==> src/rtl/vera_bus_pkg.sv <==
// Shared definitions for the VERA 16-bit-to-8-bit word bridge.
//   state_t     : sequencing states used by the bridge and its byte engine
//   VERA_DATA0/1: VERA register addresses of the two data ports
//   byte_idx_t  : selects the low (0) or high (1) byte of a CPU word
//   cnt_width() : width of a down-counter able to hold the largest timing value
package vera_bus_pkg;

   typedef enum logic [2:0] {
      IDLE,
      SETUP,
      STROBE,
      HOLD,
      DONE,
      RELEASE
   } state_t;

   localparam logic [4:0] VERA_DATA0 = 5'h03;
   localparam logic [4:0] VERA_DATA1 = 5'h04;

   typedef logic byte_idx_t;
   localparam byte_idx_t BYTE_LO = 1'b0;
   localparam byte_idx_t BYTE_HI = 1'b1;

   function automatic int cnt_width(input int setup_cyc, input int strobe_cyc,
                                    input int hold_cyc);
      int max_cyc;
      max_cyc = setup_cyc;
      if (strobe_cyc > max_cyc) max_cyc = strobe_cyc;
      if (hold_cyc > max_cyc) max_cyc = hold_cyc;
      return $clog2(max_cyc) + 1;
   endfunction

endpackage

==> src/rtl/vera_byte_cycle.sv <==
// One 8-bit VERA bus access: SETUP -> STROBE -> HOLD, all outputs from flops.
// Ports:
//   clk, rst            : clock, synchronous active-high reset
//   start               : begin an access (accepted in IDLE or on the last HOLD cycle)
//   rw, addr, wdata     : direction (1 = read), VERA register address, write byte
//   rdata               : byte currently returned by VERA
//   sample              : high on the last STROBE cycle of a read (capture rdata now)
//   done                : high on the last HOLD cycle
//   vera_*              : VERA bus pins
//
// state   | meaning
// IDLE    | bus released, csb high
// SETUP   | csb low, address/data driven, strobes high
// STROBE  | rdb or wrb low
// HOLD    | strobes high, address/data/csb held
module vera_byte_cycle
   import vera_bus_pkg::*;
#(
   parameter int SETUP_CYC  = 1,
   parameter int STROBE_CYC = 3,
   parameter int HOLD_CYC   = 1
) (
   input  logic       clk,
   input  logic       rst,
   input  logic       start,
   input  logic       rw,
   input  logic [4:0] addr,
   input  logic [7:0] wdata,
   output logic [7:0] rdata,
   output logic       sample,
   output logic       done,
   output logic [4:0] vera_a,
   output logic [7:0] vera_d_out,
   input  logic [7:0] vera_d_in,
   output logic       vera_d_oe,
   output logic       vera_csb,
   output logic       vera_rdb,
   output logic       vera_wrb
);

   localparam int CNT_W = cnt_width(SETUP_CYC, STROBE_CYC, HOLD_CYC);

   state_t             phase;
   logic [CNT_W-1:0]   cnt;
   logic               rw_q;

   assign rdata  = vera_d_in;
   assign sample = (phase == STROBE) && (cnt == '0) && rw_q;
   assign done   = (phase == HOLD) && (cnt == '0);

   always_ff @(posedge clk) begin
      if (rst) begin
         phase      <= IDLE;
         cnt        <= '0;
         rw_q       <= 1'b0;
         vera_a     <= '0;
         vera_d_out <= '0;
         vera_d_oe  <= 1'b0;
         vera_csb   <= 1'b1;
         vera_rdb   <= 1'b1;
         vera_wrb   <= 1'b1;
      end else begin
         case (phase)
            IDLE: begin
               if (start) begin
                  phase     <= SETUP;
                  cnt       <= CNT_W'(SETUP_CYC - 1);
                  rw_q      <= rw;
                  vera_csb  <= 1'b0;
                  vera_a    <= addr;
                  vera_d_oe <= ~rw;
                  if (!rw) vera_d_out <= wdata;
               end
            end
            SETUP: begin
               if (cnt == '0) begin
                  phase <= STROBE;
                  cnt   <= CNT_W'(STROBE_CYC - 1);
                  if (rw_q) vera_rdb <= 1'b0;
                  else      vera_wrb <= 1'b0;
               end else begin
                  cnt <= cnt - 1'b1;
               end
            end
            STROBE: begin
               if (cnt == '0) begin
                  phase    <= HOLD;
                  cnt      <= CNT_W'(HOLD_CYC - 1);
                  vera_rdb <= 1'b1;
                  vera_wrb <= 1'b1;
               end else begin
                  cnt <= cnt - 1'b1;
               end
            end
            HOLD: begin
               if (cnt == '0) begin
                  // Back-to-back start keeps csb low so the second byte follows
                  // without releasing the chip.
                  if (start) begin
                     phase     <= SETUP;
                     cnt       <= CNT_W'(SETUP_CYC - 1);
                     rw_q      <= rw;
                     vera_a    <= addr;
                     vera_d_oe <= ~rw;
                     if (!rw) vera_d_out <= wdata;
                  end else begin
                     phase     <= IDLE;
                     vera_csb  <= 1'b1;
                     vera_d_oe <= 1'b0;
                  end
               end else begin
                  cnt <= cnt - 1'b1;
               end
            end
            default: begin
               phase    <= IDLE;
               vera_csb <= 1'b1;
               vera_rdb <= 1'b1;
               vera_wrb <= 1'b1;
            end
         endcase
      end
   end

endmodule

==> src/rtl/vera_word_bridge.sv <==
// Turns one 16-bit CPU access to VERA DATA0/DATA1 into two 8-bit VERA bus
// cycles (low byte first, same port address), stalling the CPU until done.
// Ports:
//   clk, rst                : clock, synchronous active-high reset
//   cpu_sel, cpu_a0, cpu_rw : decoded select, port select, direction (1 = read)
//   cpu_wdata / cpu_rdata   : write word / last completed read word
//   cpu_ready               : one-cycle completion pulse
//   busy                    : access in progress
//   vera_*                  : VERA bus pins, all registered
//
// state   | meaning
// IDLE    | waiting for cpu_sel
// SETUP   | a byte access is in flight (phases tracked by vera_byte_cycle)
// DONE    | one-cycle completion, cpu_ready high
// RELEASE | waiting for cpu_sel to drop so a held select cannot retrigger
module vera_word_bridge
   import vera_bus_pkg::*;
#(
   parameter int SETUP_CYC  = 1,
   parameter int STROBE_CYC = 3,
   parameter int HOLD_CYC   = 1
) (
   input  logic        clk,
   input  logic        rst,
   input  logic        cpu_sel,
   input  logic        cpu_a0,
   input  logic        cpu_rw,
   input  logic [15:0] cpu_wdata,
   output logic [15:0] cpu_rdata,
   output logic        cpu_ready,
   output logic        busy,
   output logic [4:0]  vera_a,
   output logic [7:0]  vera_d_out,
   input  logic [7:0]  vera_d_in,
   output logic        vera_d_oe,
   output logic        vera_csb,
   output logic        vera_rdb,
   output logic        vera_wrb
);

   state_t     state;
   byte_idx_t  idx;
   logic       a0_q;
   logic       rw_q;
   logic [7:0] wdata_hi_q;

   logic       byte_start;
   logic       byte_rw;
   logic [4:0] byte_addr;
   logic [7:0] byte_wdata;
   logic [7:0] byte_rdata;
   logic       byte_sample;
   logic       byte_done;

   // In IDLE the engine is fed straight from the CPU so the first SETUP
   // starts on the accepting edge; afterwards it uses the latched copies.
   always_comb begin
      byte_start = 1'b0;
      byte_rw    = rw_q;
      byte_addr  = a0_q ? VERA_DATA1 : VERA_DATA0;
      byte_wdata = wdata_hi_q;
      if (state == IDLE) begin
         byte_start = cpu_sel;
         byte_rw    = cpu_rw;
         byte_addr  = cpu_a0 ? VERA_DATA1 : VERA_DATA0;
         byte_wdata = cpu_wdata[7:0];
      end else if (state == SETUP) begin
         byte_start = byte_done && (idx == BYTE_LO);
      end
   end

   vera_byte_cycle #(
      .SETUP_CYC (SETUP_CYC),
      .STROBE_CYC(STROBE_CYC),
      .HOLD_CYC  (HOLD_CYC)
   ) u_byte_cycle (
      .clk       (clk),
      .rst       (rst),
      .start     (byte_start),
      .rw        (byte_rw),
      .addr      (byte_addr),
      .wdata     (byte_wdata),
      .rdata     (byte_rdata),
      .sample    (byte_sample),
      .done      (byte_done),
      .vera_a    (vera_a),
      .vera_d_out(vera_d_out),
      .vera_d_in (vera_d_in),
      .vera_d_oe (vera_d_oe),
      .vera_csb  (vera_csb),
      .vera_rdb  (vera_rdb),
      .vera_wrb  (vera_wrb)
   );

   always_ff @(posedge clk) begin
      if (rst) begin
         state      <= IDLE;
         idx        <= BYTE_LO;
         a0_q       <= 1'b0;
         rw_q       <= 1'b0;
         wdata_hi_q <= '0;
         cpu_rdata  <= '0;
         cpu_ready  <= 1'b0;
         busy       <= 1'b0;
      end else begin
         cpu_ready <= 1'b0;
         if (byte_sample) begin
            if (idx == BYTE_HI) cpu_rdata[15:8] <= byte_rdata;
            else                cpu_rdata[7:0]  <= byte_rdata;
         end
         case (state)
            IDLE: begin
               if (cpu_sel) begin
                  state      <= SETUP;
                  idx        <= BYTE_LO;
                  a0_q       <= cpu_a0;
                  rw_q       <= cpu_rw;
                  wdata_hi_q <= cpu_wdata[15:8];
                  busy       <= 1'b1;
               end
            end
            SETUP: begin
               if (byte_done) begin
                  if (idx == BYTE_LO) begin
                     idx <= BYTE_HI;
                  end else begin
                     state     <= DONE;
                     cpu_ready <= 1'b1;
                     busy      <= 1'b0;
                  end
               end
            end
            DONE: begin
               state <= cpu_sel ? RELEASE : IDLE;
            end
            RELEASE: begin
               if (!cpu_sel) state <= IDLE;
            end
            default: begin
               state <= IDLE;
               busy  <= 1'b0;
            end
         endcase
      end
   end

endmodule

==> config.mk <==
export PLATFORM = sky130hd
export DESIGN_NAME = vera_word_bridge
export DESIGN_NICKNAME = d
export VERILOG_FILES = /design/src/rtl/vera_bus_pkg.sv /design/src/rtl/vera_byte_cycle.sv /design/src/rtl/vera_word_bridge.sv
export SDC_FILE = /design/constraint.sdc
export NUM_CORES = 1
export LEC_CHECK = 0
export ABC_AREA = 0
export CORE_ASPECT_RATIO = 0.6
export CORE_UTILIZATION = 43
export CTS_CLUSTER_SIZE = 8
export DETAILED_ROUTE_END_ITERATION = 8
export PLACE_DENSITY = 0.76
export SLEW_MARGIN = 40
export SYNTH_ARGS = -nofsm -noshare
export SYNTH_HDL_FRONTEND = slang
export SYNTH_SLANG_ARGS = --single-unit
==> constraint.sdc <==
create_clock -name clk -period 1.9 [get_ports clk]
set_input_delay 0.57 -clock clk [delete_from_list [all_inputs] [get_ports clk]]
set_output_delay 0.57 -clock clk [all_outputs]
set_load 0.02 [all_outputs]
Yosys cells after proc, flatten, opt, wreduce, memory -nomap -nowiden
Index checks and enable logic that the tools add are counted.

Reduce and logical (&&, ||, !) cells: 26. Equality and inequality tests: 17. Muxes and demuxes: 57. $add $sub $neg: 1. Bitwise gates (word level): 7.

Operator list (count): $mux W3 (16); $pmux W3 S4 (3); $mux W8 (4); $reduce_and A4 Y1 (6); $mux W1 (23); $ne A2 B2 Y1 const B (9); $pmux W8 S2 (1); $pmux W1 S3 (4); $mux W5 (2); $pmux W5 S2 (1); $logic_not A3 Y1 (3); $reduce_and A2 Y1 (4); $not A1 Y1 (7); $eq A3 B1 Y1 const B (2); $eq A3 B2 Y1 const B (2); $eq A3 B3 Y1 const B (2); $pmux W1 S2 (3); $reduce_and A3 Y1 (2); $reduce_or A2 Y1 (3); $logic_and A1 B1 Y1 (4); $ne A2 B1 Y1 const B (2); $reduce_bool A2 Y1 (2); $reduce_bool A4 Y1 (1); $reduce_or A3 Y1 (1); $sub A3 B1 Y3 const B (1).

Register bits: 56. Bits of input ports: 29. Logic and storage cells: 126. Output and inout bits: 35.

Logic depth before layout (Yosys ltp)
Word-level depth: 8. Depth in mapped cells: 7.

Cells and area by module
From an unflattened synthesis, not the netlist that was laid out.

Cells, all modules: 272. Area, all modules: 2453.6 µm².

By module, submodules not included: vera_word_bridge (area an instance 1282.5 µm², instances 1, cells each 141, sequential area each 620.6 µm²); vera_byte_cycle (area an instance 1171.1 µm², instances 1, cells each 131, sequential area each 460.4 µm²).

Least setup slack after synthesis
Ideal clock, no wire load.

Path kind: input -> register. Start point: in cpu_sel. End point: reg u_byte_cycle.vera_d_out[6]. Path buffers: 1. Setup slack: 49 ps. Setup time: 70 ps. Required time: 1830 ps. Stages on the path: 5. Data arrival time: 1781 ps. Cell sequence: or3b_4 -> o32a_2 -> buf_6 -> or3_1 -> a21oi_1.

Cells in the longest elaborated chain, start to end: 4.

RTL lines: from (decl) (line vera_word_bridge.sv:25) `input logic cpu_sel,`; $mux W1 (*) (line vera_word_bridge.sv:62) `if (state == IDLE) begin`; $mux W8 (*); $mux W8; $pmux W8 S2 (*); to (signal assigned) (line vera_byte_cycle.sv:72) `if (!rw) vera_d_out <= wdata;`; to (signal assigned) (line vera_byte_cycle.sv:105) `if (!rw) vera_d_out <= wdata;`; to (decl) (line vera_byte_cycle.sv:33) `output logic [7:0] vera_d_out,`.

Every way passes the cells marked *; elsewhere a longest branch is shown, timed or not. The select of a mux whose other input is x is not followed. A chain may end at the register's enable or synchronous reset.

Final worst setup path
Start point: reg cpu_rdata[14]. End point: out cpu_rdata[14].

RTL lines: from (decl) (line vera_word_bridge.sv:29) `output logic [15:0] cpu_rdata,`; from (signal assigned) (line vera_word_bridge.sv:108) `if (idx == BYTE_HI) cpu_rdata[15:8] <= byte_rdata;`.

No word-level cell between the ends.

==> Flow_metrics.wiki <==
{| class="wikitable"
! Metric !! Value
|-
| Number of DRC markers in iteration 0 || 110
|-
| Final worst-path setup slack || 0.0455 ns
|-
| Clock insertion delay at the later pin of the skew report || approximately 0.31 ns
|-
| Reg-to-Reg Start || u_byte_cycle.phase[0]$_SDFFE_PP0P_
|-
| Final sum of negative setup slack || 0 ns
|-
| Most common cell after layout, fill and taps aside || sky130_fd_sc_hd__dfxtp_1
|-
| End of the worst hold path || wdata_hi_q[2]$_SDFFE_PP0P_
|-
| Post-layout net count || 375
|-
| Cell family with most CP delay || buffers and inverters
|-
| Post-route core utilization || 64.0%
|-
| Number of input and output port buffers inserted || 61
|-
| Iteration count of the initial detailed-routing pass || 4
|-
| Post-Synth XOR/XNOR Area || 0%
|-
| #FFs+latches synth || 51
|-
| Worst-case vdd ir drop || 0.000542 V
|-
| Buffer type at the clock tree root || sky130_fd_sc_hd__clkbuf_8
|-
| Worst slew pin tran || 0.585 ns
|-
| Share of layout cells above drive strength 1 || 14.1%
|-
| Type of destination of the critical path || output pin
|-
| Total count of hold-check failures in the final report || 0
|-
| Cell count of the worst hold path || 2
|-
| Final setup fails || 0
|-
| Commonest cells after routing, fill and taps aside || sky130_fd_sc_hd__dfxtp_1, sky130_fd_sc_hd__clkdlybuf4s50_1, sky130_fd_sc_hd__nand2_1
|-
| Number of sinks on the clock net || 51
|-
| Netlist area before placement || 2320 sq um
|-
| Placement Cell Area || 3100 sq um
|-
| Ordered list of cells on the worst path || clkdlybuf4s50_1
|-
| Sum of buffers and inverters on the critical path || 1
|-
| Crit Path Class || reg -> out
|-
| Kind of launch point of the worst setup path || register
|-
| Diode insertion count for antenna repair || 0
|-
| Count of distinct cell types in the synthesized netlist || 41
|-
| Cell depth of the worst flop-to-flop path || 5
|-
| Ports || between 60 and 70
|-
| Type of the most critical hold path || reg -> reg
|-
| Crit path DAT || 1.28 ns
|-
| Synth Warn # || 0
|-
| Highest net fanout along the worst path || 2
|-
| Power per unit of standard cell area || about 1100 nW/um^2
|-
| Via count of the first global-routing pass || 1930
|-
| Global-route wire length before repair || 9470 um
|-
| Post-DP HPWL || 4120 um
|-
| Die outline height || 58.9 um
|-
| Slack of the worst reg-to-reg path || 0.13 ns
|-
| CP required || 1.33 ns
|-
| Share of the yosys chip area belonging to registers || between 40 and 50%
|-
| Simple-gate share of the synthesized area || 18.6%
|-
| Hold buffers post-CTS || 0
|-
| Average routed wire per standard cell || between 10 and 15 um
|-
| Number of fill cells in the layout || 442
|-
| Die Footprint || 5700 sq um
|-
| Via-per-instance ratio || roughly 5.3
|-
| Share of the cycle needed by the critical path after routing || 97.6%
|-
| Endpoint of the lowest-slack register-to-register path || u_byte_cycle.vera_d_out[2]$_SDFFE_PP0P_
|-
| Relative slew margins || 61.0%
|-
| Compound-cell area share of the yosys netlist || 16.1%
|-
| HP Start || wdata_hi_q[2]$_SDFFE_PP0P_
|-
| Average instance area after synthesis || 8.88 sq um
|-
| Count of final max-slew check failures || 0
|-
| Total via count after detailed routing || approximately 2100
|-
| Adder-cell area share of the yosys netlist || 3.78%
|-
| Pin count of the biggest net entering global routing || 32
|-
| Area taken by multi-input logic gates || 1200 sq um
|-
| Total global-route track usage || between 20% and 30%
|-
| Sequential cell area || 1020 sq um
|-
| Layout overhead on the synthesized area || 41.6%
|-
| Floorplan Core Area || between 5000 and 6000 sq um
|-
| Outcome || completed
|-
| MaxCap Viol Count || 0
|-
| Cells after synthesis || approximately 260
|-
| Proportion of synthesized area in mux cells || 11.7%
|-
| Total grt overflow || 0
|-
| Post-Place Worst Slack || -0.477 ns
|-
| Global placement routability congestion || 0.860
|-
| Clk_skew || 0.00932 ns
|-
| Starting density of the core || 45.2%
|-
| Leak pwr || 1.49 nW
|-
| Crit path largest cell delay || ~0.62 ns
|-
| Post-DRT Antenna Nets || 0
|-
| Number of design rule violations left after detail routing || 0
|-
| Rows || 20
|-
| Buffer levels on the longest clock path || 2
|-
| TritonCTS clock tree || built
|-
| RSZ-0062 raised after global routing || false
|-
| Horizontal die dimension || about 97 um
|-
| Detailed Route WL || around 5900 um
|-
| Clk slew on worst S/H paths || 0.10 ns
|-
| Max Clk Rate || about 540 MHz
|-
| Overall power of the completed layout || roughly 3.5 mW
|-
| Maximum level of the CTS H-tree || 2
|-
| Summed area of non-filler cells in the final layout || 3280 sq um
|-
| Initial antenna violation count || 0
|-
| Inserted Clock Buffers || 5
|-
| Final period demand of the worst path || 1.85 ns
|-
| Critical path's slowest cell || sky130_fd_sc_hd__clkdlybuf4s50_1
|-
| Largest family of logic cells by synthesized area || simple AND/OR/NAND/NOR gates
|}
synth_stat cells, drive strengths merged:
master	n	area share, %
a2111oi	1	0.38
a211oi	2	0.65
a21boi	1	0.32
a21o	3	0.97
a21oi	28	6.0
a221o	2	0.86
a221oi	1	0.38
a22oi	1	0.32
a311oi	2	0.76
a31oi	2	0.54
a41oi	1	0.38
and2	1	0.27
and4bb	1	0.54
buf	7	2.4
clkbuf	11	1.8
conb	1	0.16
dfxtp	51	44
ha	7	3.8
inv	9	1.5
mux2	1	0.49
mux2i	26	11
nand2	28	4.5
nand2b	4	1.1
nand3b	2	0.65
nand4	3	0.81
nor2	27	4.5
nor2b	2	0.54
nor3	4	1.3
nor3b	1	0.54
nor4b	1	0.38
o21a	1	0.32
o21ai	15	3.2
o21ba	1	0.43
o32a	1	0.49
or2	1	0.27
or3	10	2.7
or3b	1	0.49
what timing repair did:
action                     4_1_cts  5_1_grt
pin swaps                        1        0
gates resized for setup          2       13
setup endpoints to repair       13       16
cloned                           1        0
buffers inserted                 1        0
worst max-delay path by stage:
stage,start,endpoint,slack [ns],cells after the start
detailed placement,cpu_sel,u_byte_cycle.vera_d_out[5]$_SDFFE_PP0P_,-0.48,5
finish,cpu_rdata[14]$_SDFFE_PP0P_,cpu_rdata[14],0.05,1
floorplan,cpu_sel,u_byte_cycle.vera_d_out[6]$_SDFFE_PP0P_,0.05,5
global route,cpu_rdata[14]$_SDFFE_PP0P_,cpu_rdata[14],0.0003,1
global placement,cpu_sel,u_byte_cycle.vera_d_out[3]$_SDFFE_PP0P_,-0.44,5
CTS,u_byte_cycle.phase[0]$_SDFFE_PP0P_,u_byte_cycle.vera_a[1]$_SDFFE_PP0P_,0.02,6
area by class of cell:
type / instances / share of cell area (%)
Sequential cell: 51 / 31.1
Multi-Input combinational cell: 185 / 36.7
Tap cell: 66 / 2.52
Inverter: 9 / 1.03
Timing Repair Buffer: 87 / 25.1
Clock buffer: 5 / 2.10
Clock inverter: 3 / 1.41
cells by family after synthesis:
family                   Yosys count
multiplexers                      27
AND/OR/NAND/NOR                   86
flip-flops                        51
adder cells (fa/ha/maj)            7
buffers and inverters             27
other                              1
AO/OA/AOI/OAI                     62
through the flow:
step	hold slack, ns	instances
finish	0.458	406
global route	0.492	406
CTS	0.459	406
detailed placement	0.446	396
global placement	0.441	396
floorplan	0.434	262
report_power, final:
group / total, mW / internal, mW / switching, mW
registers: 1.26 / 1.18 / 0.0786
clock network: 0.783 / 0.397 / 0.386
logic: 1.41 / 0.619 / 0.787
sequential cells by signal (all words and copies together) (netlist names):
name / cells
u_byte_cycle.vera_d_out: 8
rw_q: 1
wdata_hi_q: 8
u_byte_cycle.vera_rdb: 1
u_byte_cycle.vera_wrb: 1
a0_q: 1
u_byte_cycle.cnt: 3
state: 2
u_byte_cycle.vera_a: 2
u_byte_cycle.vera_d_oe: 1
u_byte_cycle.vera_csb: 1
u_byte_cycle.rw_q: 1
busy: 1
u_byte_cycle.phase: 2
idx: 1
cpu_rdata: 16
cpu_ready: 1
routing by layer:
metal	vias to the layer above	GRT usage, %	wire length (um)
met2	81	31.4	2440
met3	8	8.31	594
li1	1059	-	-
met5	-	0	0
met4	0	7.04	68
met1	993	29.0	2790
No activity file was read; power rests on OpenSTA's default activity.
